<file path="config.mk">
export PLATFORM = sky130hd
export DESIGN_NAME = hazard_ctrl_unit
export DESIGN_NICKNAME = d
export VERILOG_FILES = /design/src/rtl/hazard_ctrl_unit.sv
export SDC_FILE = /design/constraint.sdc
export NUM_CORES = 1
export LEC_CHECK = 0
export CORE_UTILIZATION = 45
export DETAILED_ROUTE_END_ITERATION = 16
export PLACE_DENSITY = 0.85
export SYNTH_ARGS = -nofsm -noshare
export SYNTH_HDL_FRONTEND = slang
export SYNTH_SLANG_ARGS = --single-unit
</file>
<file path="constraint.sdc">
create_clock -name clk -period 2.33 [get_ports clk]
set_clock_uncertainty 0.2 [all_clocks]
set_input_delay 0.466 -clock clk [delete_from_list [all_inputs] [get_ports clk]]
set_output_delay 0.466 -clock clk [all_outputs]
set_load 0.02 [all_outputs]
</file>
<file path="src/rtl/hazard_ctrl_unit.sv">
// hazard_ctrl_unit: load-use stall, branch flush sequencing and data-memory freeze for the 5-stage RV32 pipeline.
// Optional HAZARD_PERF_CNT_EN macro adds stall/flush/load-use event counters.
module hazard_ctrl_unit #(
    parameter int BRANCH_PENALTY = 2,
    parameter int MEM_TIMEOUT    = 255
) (
    input  logic       clk,
    input  logic       rst,
    input  logic       ex_mem_read,
    input  logic [4:0] ex_rd_addr,
    input  logic [4:0] id_rs1_addr,
    input  logic [4:0] id_rs2_addr,
    input  logic       id_use_rs1,
    input  logic       id_use_rs2,
    input  logic       ex_branch_taken,
    input  logic       dmem_req,
    input  logic       dmem_ready,
    output logic       pc_write,
    output logic       ifid_write,
    output logic       pipe_hold,
    output logic       instr_flush,
    output logic       ctrl_flush,
    output logic       mem_timeout,
    output logic [1:0] hz_state
`ifdef HAZARD_PERF_CNT_EN
    ,
    output logic [31:0] stall_cycles,
    output logic [31:0] flush_cycles,
    output logic [31:0] lu_events
`endif
);
    localparam logic [1:0] RUN = 2'd0, MEM_WAIT = 2'd1, FLUSH = 2'd2;
    localparam logic [2:0] PEN_M1 = 3'(BRANCH_PENALTY - 1);
    localparam logic [7:0] TMO = 8'(MEM_TIMEOUT);

    logic [1:0] r_state, w_next;
    logic [2:0] r_flush_cnt, w_flush_nxt;
    logic [7:0] r_wait_cnt, w_wait_inc;
    logic       r_timeout;
    logic       w_lu, w_busy, w_in_flush, w_stall, w_fl;

    assign w_lu = ex_mem_read & (ex_rd_addr != 5'd0) &
                  ((id_use_rs1 & (ex_rd_addr == id_rs1_addr)) | (id_use_rs2 & (ex_rd_addr == id_rs2_addr)));
    assign w_busy = dmem_req & ~dmem_ready;
    // Releasing from MEM_WAIT with flushes outstanding resumes the flush sequence in the same cycle.
    assign w_in_flush = (r_state == FLUSH) | ((r_state == MEM_WAIT) & (r_flush_cnt != 3'd0));
    assign w_stall = w_lu & ~ex_branch_taken & ~w_in_flush & ~w_busy;
    assign w_fl = ~w_busy & (ex_branch_taken | w_in_flush);
    assign w_wait_inc = (r_wait_cnt == TMO) ? r_wait_cnt : r_wait_cnt + 8'd1;

    always_ff @(posedge clk or posedge rst) begin
        if (rst) begin
            r_state     <= RUN;
            r_flush_cnt <= '0;
            r_wait_cnt  <= '0;
            r_timeout   <= 1'b0;
        end else begin
            r_state     <= w_next;
            r_flush_cnt <= w_flush_nxt;
            r_wait_cnt  <= (r_state == MEM_WAIT && w_busy) ? w_wait_inc : 8'd0;
            if (r_state == MEM_WAIT && w_busy && w_wait_inc == TMO)
                r_timeout <= 1'b1;
        end
    end

    always_comb begin
        w_next      = RUN;
        w_flush_nxt = r_flush_cnt;
        if (w_busy)
            w_next = MEM_WAIT;
        else if (ex_branch_taken) begin
            w_flush_nxt = PEN_M1;
            w_next      = (BRANCH_PENALTY > 1) ? FLUSH : RUN;
        end else if (w_in_flush) begin
            w_flush_nxt = r_flush_cnt - 3'd1;
            w_next      = (r_flush_cnt == 3'd1) ? RUN : FLUSH;
        end
    end

    always_comb begin
        pc_write    = ~rst & ~w_busy & ~w_stall;
        ifid_write  = ~rst & ~w_busy & ~w_stall;
        pipe_hold   = ~rst & w_busy;
        instr_flush = ~rst & w_fl;
        ctrl_flush  = ~rst & (w_fl | w_stall);
        mem_timeout = r_timeout;
        hz_state    = r_state;
    end

`ifdef HAZARD_PERF_CNT_EN
    always_ff @(posedge clk or posedge rst) begin
        if (rst) begin
            stall_cycles <= '0;
            flush_cycles <= '0;
            lu_events    <= '0;
        end else begin
            stall_cycles <= stall_cycles + 32'(pipe_hold);
            flush_cycles <= flush_cycles + 32'(instr_flush);
            lu_events    <= lu_events + 32'(w_stall);
        end
    end
`endif
endmodule

</file>
; ---- Word-level counts from Yosys, hierarchy flattened
; Cells that the tools add are included.
[word_totals]
regBits = 14
inputBits = 23
out_inout_bits = 8
word_cells = 52
[classes]
n_addsub = 2
eq_ne = 7
muxes = 8
bitwise_logic = 25
reduce_logical = 6
[op_table]
columns = cell, count
row1 = == test 8 bit (second input constant), 2
row2 = two-way mux 8 bit, 2
row3 = AND 1 bit, 15
row4 = == test 5 bit, 2
row5 = adder 8 x 1 -> 8 bit (second input constant), 1
row6 = two-way mux 2 bit, 4
row7 = two-way mux 3 bit, 2
row8 = NOT 1 bit, 6
row9 = nonzero test 5 bit, 1
row10 = OR 1 bit, 4
row11 = == test 3 x 1 -> 1 bit (second input constant), 1
row12 = nonzero test 3 bit, 1
row13 = subtractor 3 x 1 -> 3 bit (second input constant), 1
row14 = == test 2 x 1 -> 1 bit (second input constant), 1
row15 = == test 2 bit (second input constant), 1
row16 = logical AND 1 bit, 2
row17 = AND reduction 2 bit, 1
row18 = nonzero test 2 bit, 1

; ---- Longest topological paths before layout
[depth]
ltp_word = 9
mapped_depth = 7
mapped_depth_nobuf = 7

; ---- Worst setup path after synthesis
; OpenSTA, ideal clock, no wires.
[synth_path]
path_kind = input to output
start = in ex_rd_addr[1]
end = out pc_write
arrival_ps = 1812
required_time_ps = 1664
slack_ps = -148
path_stages = 5
n_path_buf = 1
cell_sequence = or4_1 > o21ai_0 > a21oi_1 > a21oi_1 > buf_4
[synth_between]
elab_chain_cells = 9
elab_cells_between_ends = 13
cone_classes = eq/ne (2) / bitwise (10) / reduce/logical (1)
[synth_rtl]
columns = element, line_no
row1 = "start, declared", 10  ; input logic [4:0] ex_rd_addr,
row2 = == test 5 bit, 43  ; ((id_use_rs1 & (ex_rd_addr == id_rs1_addr)) | (id_use_rs2 & (ex_rd_addr == id_rs2_addr)));
row3 = AND 1 bit, 43
row4 = OR 1 bit, 43
row5 = AND 1 bit (*), 42  ; assign w_lu = ex_mem_read & (ex_rd_addr != 5'd0) &
row6 = AND 1 bit (*) (3 in a row), 47  ; assign w_stall = w_lu & ~ex_branch_taken & ~w_in_flush & ~w_busy;
row7 = NOT 1 bit (*), -
row8 = AND 1 bit (*), -
row9 = "end, declared", 18  ; output logic pc_write,
; Mark *: on every way between the ends. The rest lies on a longest branch, timed or not.

; ---- Final worst setup path
[layout_path]
start = in ex_rd_addr[1]
end = out ctrl_flush
[layout_between]
elab_chain_cells = 9
elab_cells_between_ends = 13
cone_classes = eq/ne (2) / bitwise (10) / reduce/logical (1)
[layout_rtl]
columns = element, line_no
row1 = == test 5 bit, 43
row2 = AND 1 bit, 43
row3 = OR 1 bit, 43
row4 = AND 1 bit (*), 42
row5 = AND 1 bit (*) (3 in a row), 47
row6 = OR 1 bit (*), 85  ; ctrl_flush = ~rst & (w_fl | w_stall);
row7 = AND 1 bit (*), 85
row8 = "end, declared", 22  ; output logic ctrl_flush,
; Marked as above.

==> impl_metrics.ini <==
[yosys]
synth_xor_area_share_pct = 10.3
syn-num-nets = 137
yosys.area_share.simple_pct = 29.9
synth_top_family_by_area = simple AND/OR/NAND/NOR gates
yosys.area.top_type_share_pct = 37.4
synth_top_area_cell = dfrtp_1
muxShareOfSynthArea_pct = 1.07
synth-adder-area-share_pct = 5.34
synth_compound_area_share_pct = 13.2
synth_area_um2 = 937
ys_ff_latch = 14
yosysSeqAreaShare_pct = 37.4
synth_area_leaders = dfrtp_1, xor2_1, nor2_1
synthCells = 110
avgSynthCellArea_um2 = 8.52
yosys.cell_types.count = 28
yosysWarnings = 0

[drt]
drtPass1Iterations = 4
drcViolationCount = 0
ant_nets = 0
wl_per_cell_um = 14.3
drtIter0Drc = 37
vias_per_cell = 5.36
vias = 986
routed_wl_mm = 2.62

[floorplan]
dieArea_mm2 = 0.00227
initial_core_util_pct = 47.8
ios = 31
core_area_mm2 = 0.00196
die_h_um = 47.6
num_rows = 16
die_width_um = 47.6

[placed_design]
hpwl_mm = 1.96
dp.cells = 179
dpl_cell_area_mm2 = 0.00137
finalWeightedCongestion = 0.964
portBuffers = 30

[timing]
finalCritPeriodShare_pct = 101
setup_viol_count_final = 1
hold_slack_ns = 0.354
grt_setup_unrepaired = true
max_freq_mhz = 423
hold_viol_final = 0
worstMarginPinSlew_ns = 0.323
final.setup.worst_slack_ns = -0.0346
slew_violations = 0
relSlewSlack_pct = 78.3
fin_crit_ns = 2.36

[setup_path]
critPathLaunchType = input pin
required_ns = 1.66
reg2reg_from = r_wait_cnt[0]$_DFF_PP0_
critPathMaxFanout = 3
criticalPathCategory = input pin to primary output
cp-endpoint = ctrl_flush
ff2ff_path_depth = 5
r2r-end = mem_timeout$_DFFE_PP0P_
startpoint = ex_rd_addr[1]
arrival_ns = 1.70
reg2reg_slack_ns = 0.34
end_kind = primary output

[grt]
grt_use_total_pct = 23.2
antenna_found_initial = 0
grt_start_max_net_pins = 15
grt_pass1_wl_mm = 3.62
grt_pass1_vias = 821
gr-total-overflow = 0

[final_layout]
final.fill_count = 141
final_area_mm2 = 0.00144
fin_cells = 184
nets = 185
syn_to_final_growth_pct = 53.7
num_antenna_cells = 0
layout-drive-gt1-share_pct = 30.6

[clock_tree]
clockBufferDepth = 2
cts_buffers = 3
clock_latency_ns = 0.28
cts-root-buf = clkbuf_4
cts_tree = yes
postCtsHoldBufs = 0
clk_pin_slew_ns = 0.09
cts.sinks = 14
htree_levels = 1

[status]
status = complete, but fails checks
violations = setup timing

[power_and_ir_drop]
power.static_leakage_nw = 0.626
powerDensity_mw_per_mm2 = 529
ir_drop_v = 0.000595

[worst_hold_path]
worstHoldPathCells = 1
hold_class = flop to flop

[flow_run]
cap_viol_max_count = 0
cell type report:
class / count / area [um2] / share of cell area (%)
well taps: 27 / 33.8 / 2.35
multi-input cells: 90 / 629 / 43.7
clock buffers: 4 / 36.3 / 2.52
repair buffers: 44 / 372 / 25.8
inverters: 5 / 18.8 / 1.30
flip-flops and latches: 14 / 350 / 24.3
per-stage QoR:
step | total power, W | util (%) | setup WS, ns | setup TNS, ns
after CTS | 0.000710 | 70.9 | -0.0645 | -0.0645
after global placement | 0.000527 | 69.6 | -0.870 | -2.93
after detailed placement | 0.000542 | 69.6 | -0.968 | -3.18
after floorplan | 0.000396 | - | -0.00613 | -0.00613
final | 0.000761 | 73.4 | -0.0346 | -0.0346
after global routing | 0.000799 | 73.4 | -0.0852 | -0.142
sequential cells by signal, indices dropped and copies added (netlist names):
signal,cells
hz_state,2
mem_timeout,1
r_flush_cnt,3
r_wait_cnt,8
worst max-delay path: stages:
cell and delay [ns]:
buf_2 0.13, or4_4 0.51, o21ai_2 0.14, a21oi_2 0.06, a31o_2 0.26, buf_6 0.13
cell families (layout without fill, tap and decap cells):
group / Yosys count / in the layout
and+or+nand+nor: 54 / 54
muxes: 1 / 1
buffers and inverters: 6 / 53
AOI/OAI and AO/OA: 20 / 20
adders and majority gates: 4 / 4
DFF: 14 / 14
xor gates and xnor gates: 11 / 11
cells in the final DEF, fill, tap and decap left out, types with 2 or more instances in the layout:
master,Yosys,final
buf_4,1,16
nor2_1,15,15
dfrtp_1,14,14
nand2_1,13,13
clkdlybuf4s50_1,0,11
xor2_1,8,5
nand3_1,4,4
a31oi_1,4,4
a21oi_1,6,4
clkbuf_2,0,4
clkdlybuf4s15_1,0,4
buf_6,0,4
nand2b_1,4,3
nor2b_1,3,3
o21ai_0,4,3
inv_1,5,3
nor3_1,3,3
a211oi_1,4,3
xnor2_1,3,3
nor4_1,4,3
xor2_2,0,3
ha_1,4,3
clkbuf_4,0,3
buf_2,0,3
inv_2,0,2
a21oi_2,0,2
power breakdown:
group | leakage [nW] | total, W | internal, W | switching [W]
Clock | 0.0210 | 0.000172 | 0.0000949 | 0.0000776
Combinational | 0.416 | 0.000306 | 0.000163 | 0.000142
Sequential | 0.188 | 0.000283 | 0.000266 | 0.0000171
Total | 0.626 | 0.000761 | 0.000524 | 0.000237
cells in the mapped netlist:
| cell type | instances |
|---|---|
| a211oi_1 | 4 |
| nand2b_1 | 4 |
| a31oi_1 | 4 |
| xnor2_1 | 3 |
| ha_1 | 4 |
| xor2_1 | 8 |
| buf_4 | 1 |
| and3_2 | 1 |
| nor4_1 | 4 |
| nor3_1 | 3 |
| and4_1 | 1 |
| a32o_1 | 1 |
| or4b_1 | 1 |
| o21ai_0 | 4 |
| nor2b_1 | 3 |
| nor3_2 | 1 |
| a31o_2 | 1 |
| inv_1 | 5 |
| nor4b_1 | 1 |
| or3_1 | 1 |
| dfrtp_1 | 14 |
| nand2_1 | 13 |
| nor2_1 | 15 |
| or4_1 | 1 |
| mux2i_1 | 1 |
| nand4_2 | 1 |
| nand3_1 | 4 |
| a21oi_1 | 6 |
what timing repair did:
item                       4_1_cts  5_1_grt
gates cloned                     0        0
setup endpoints to repair        5        4
pin swaps                       13       16
buffers inserted                 0        1
resized for setup               56       24
hold endpoints to repair         0        0
routing by layer:
layer	track usage, %	routed length (um)	share of wire [%]	vias to the layer above
met5	0	0	0	-
met4	8.33	41	1.6	0
met3	5.66	132	5.0	8
met2	39.2	1360	52	38
met1	28.9	1090	41	460
li1	-	-	-	480
worst min-delay path by stage:
stage	from	to	slack [ns]
after floorplan	rst	hz_state[0]$_DFF_PP0_	0.17
after global placement	r_wait_cnt[6]$_DFF_PP0_	r_wait_cnt[6]$_DFF_PP0_	0.33
after detailed placement	r_wait_cnt[6]$_DFF_PP0_	r_wait_cnt[6]$_DFF_PP0_	0.33
after CTS	r_wait_cnt[6]$_DFF_PP0_	r_wait_cnt[6]$_DFF_PP0_	0.35
after global routing	rst	r_flush_cnt[1]$_DFFE_PP0N_	0.39
final	r_wait_cnt[6]$_DFF_PP0_	r_wait_cnt[6]$_DFF_PP0_	0.35
Power figures use the tool's default switching activity.
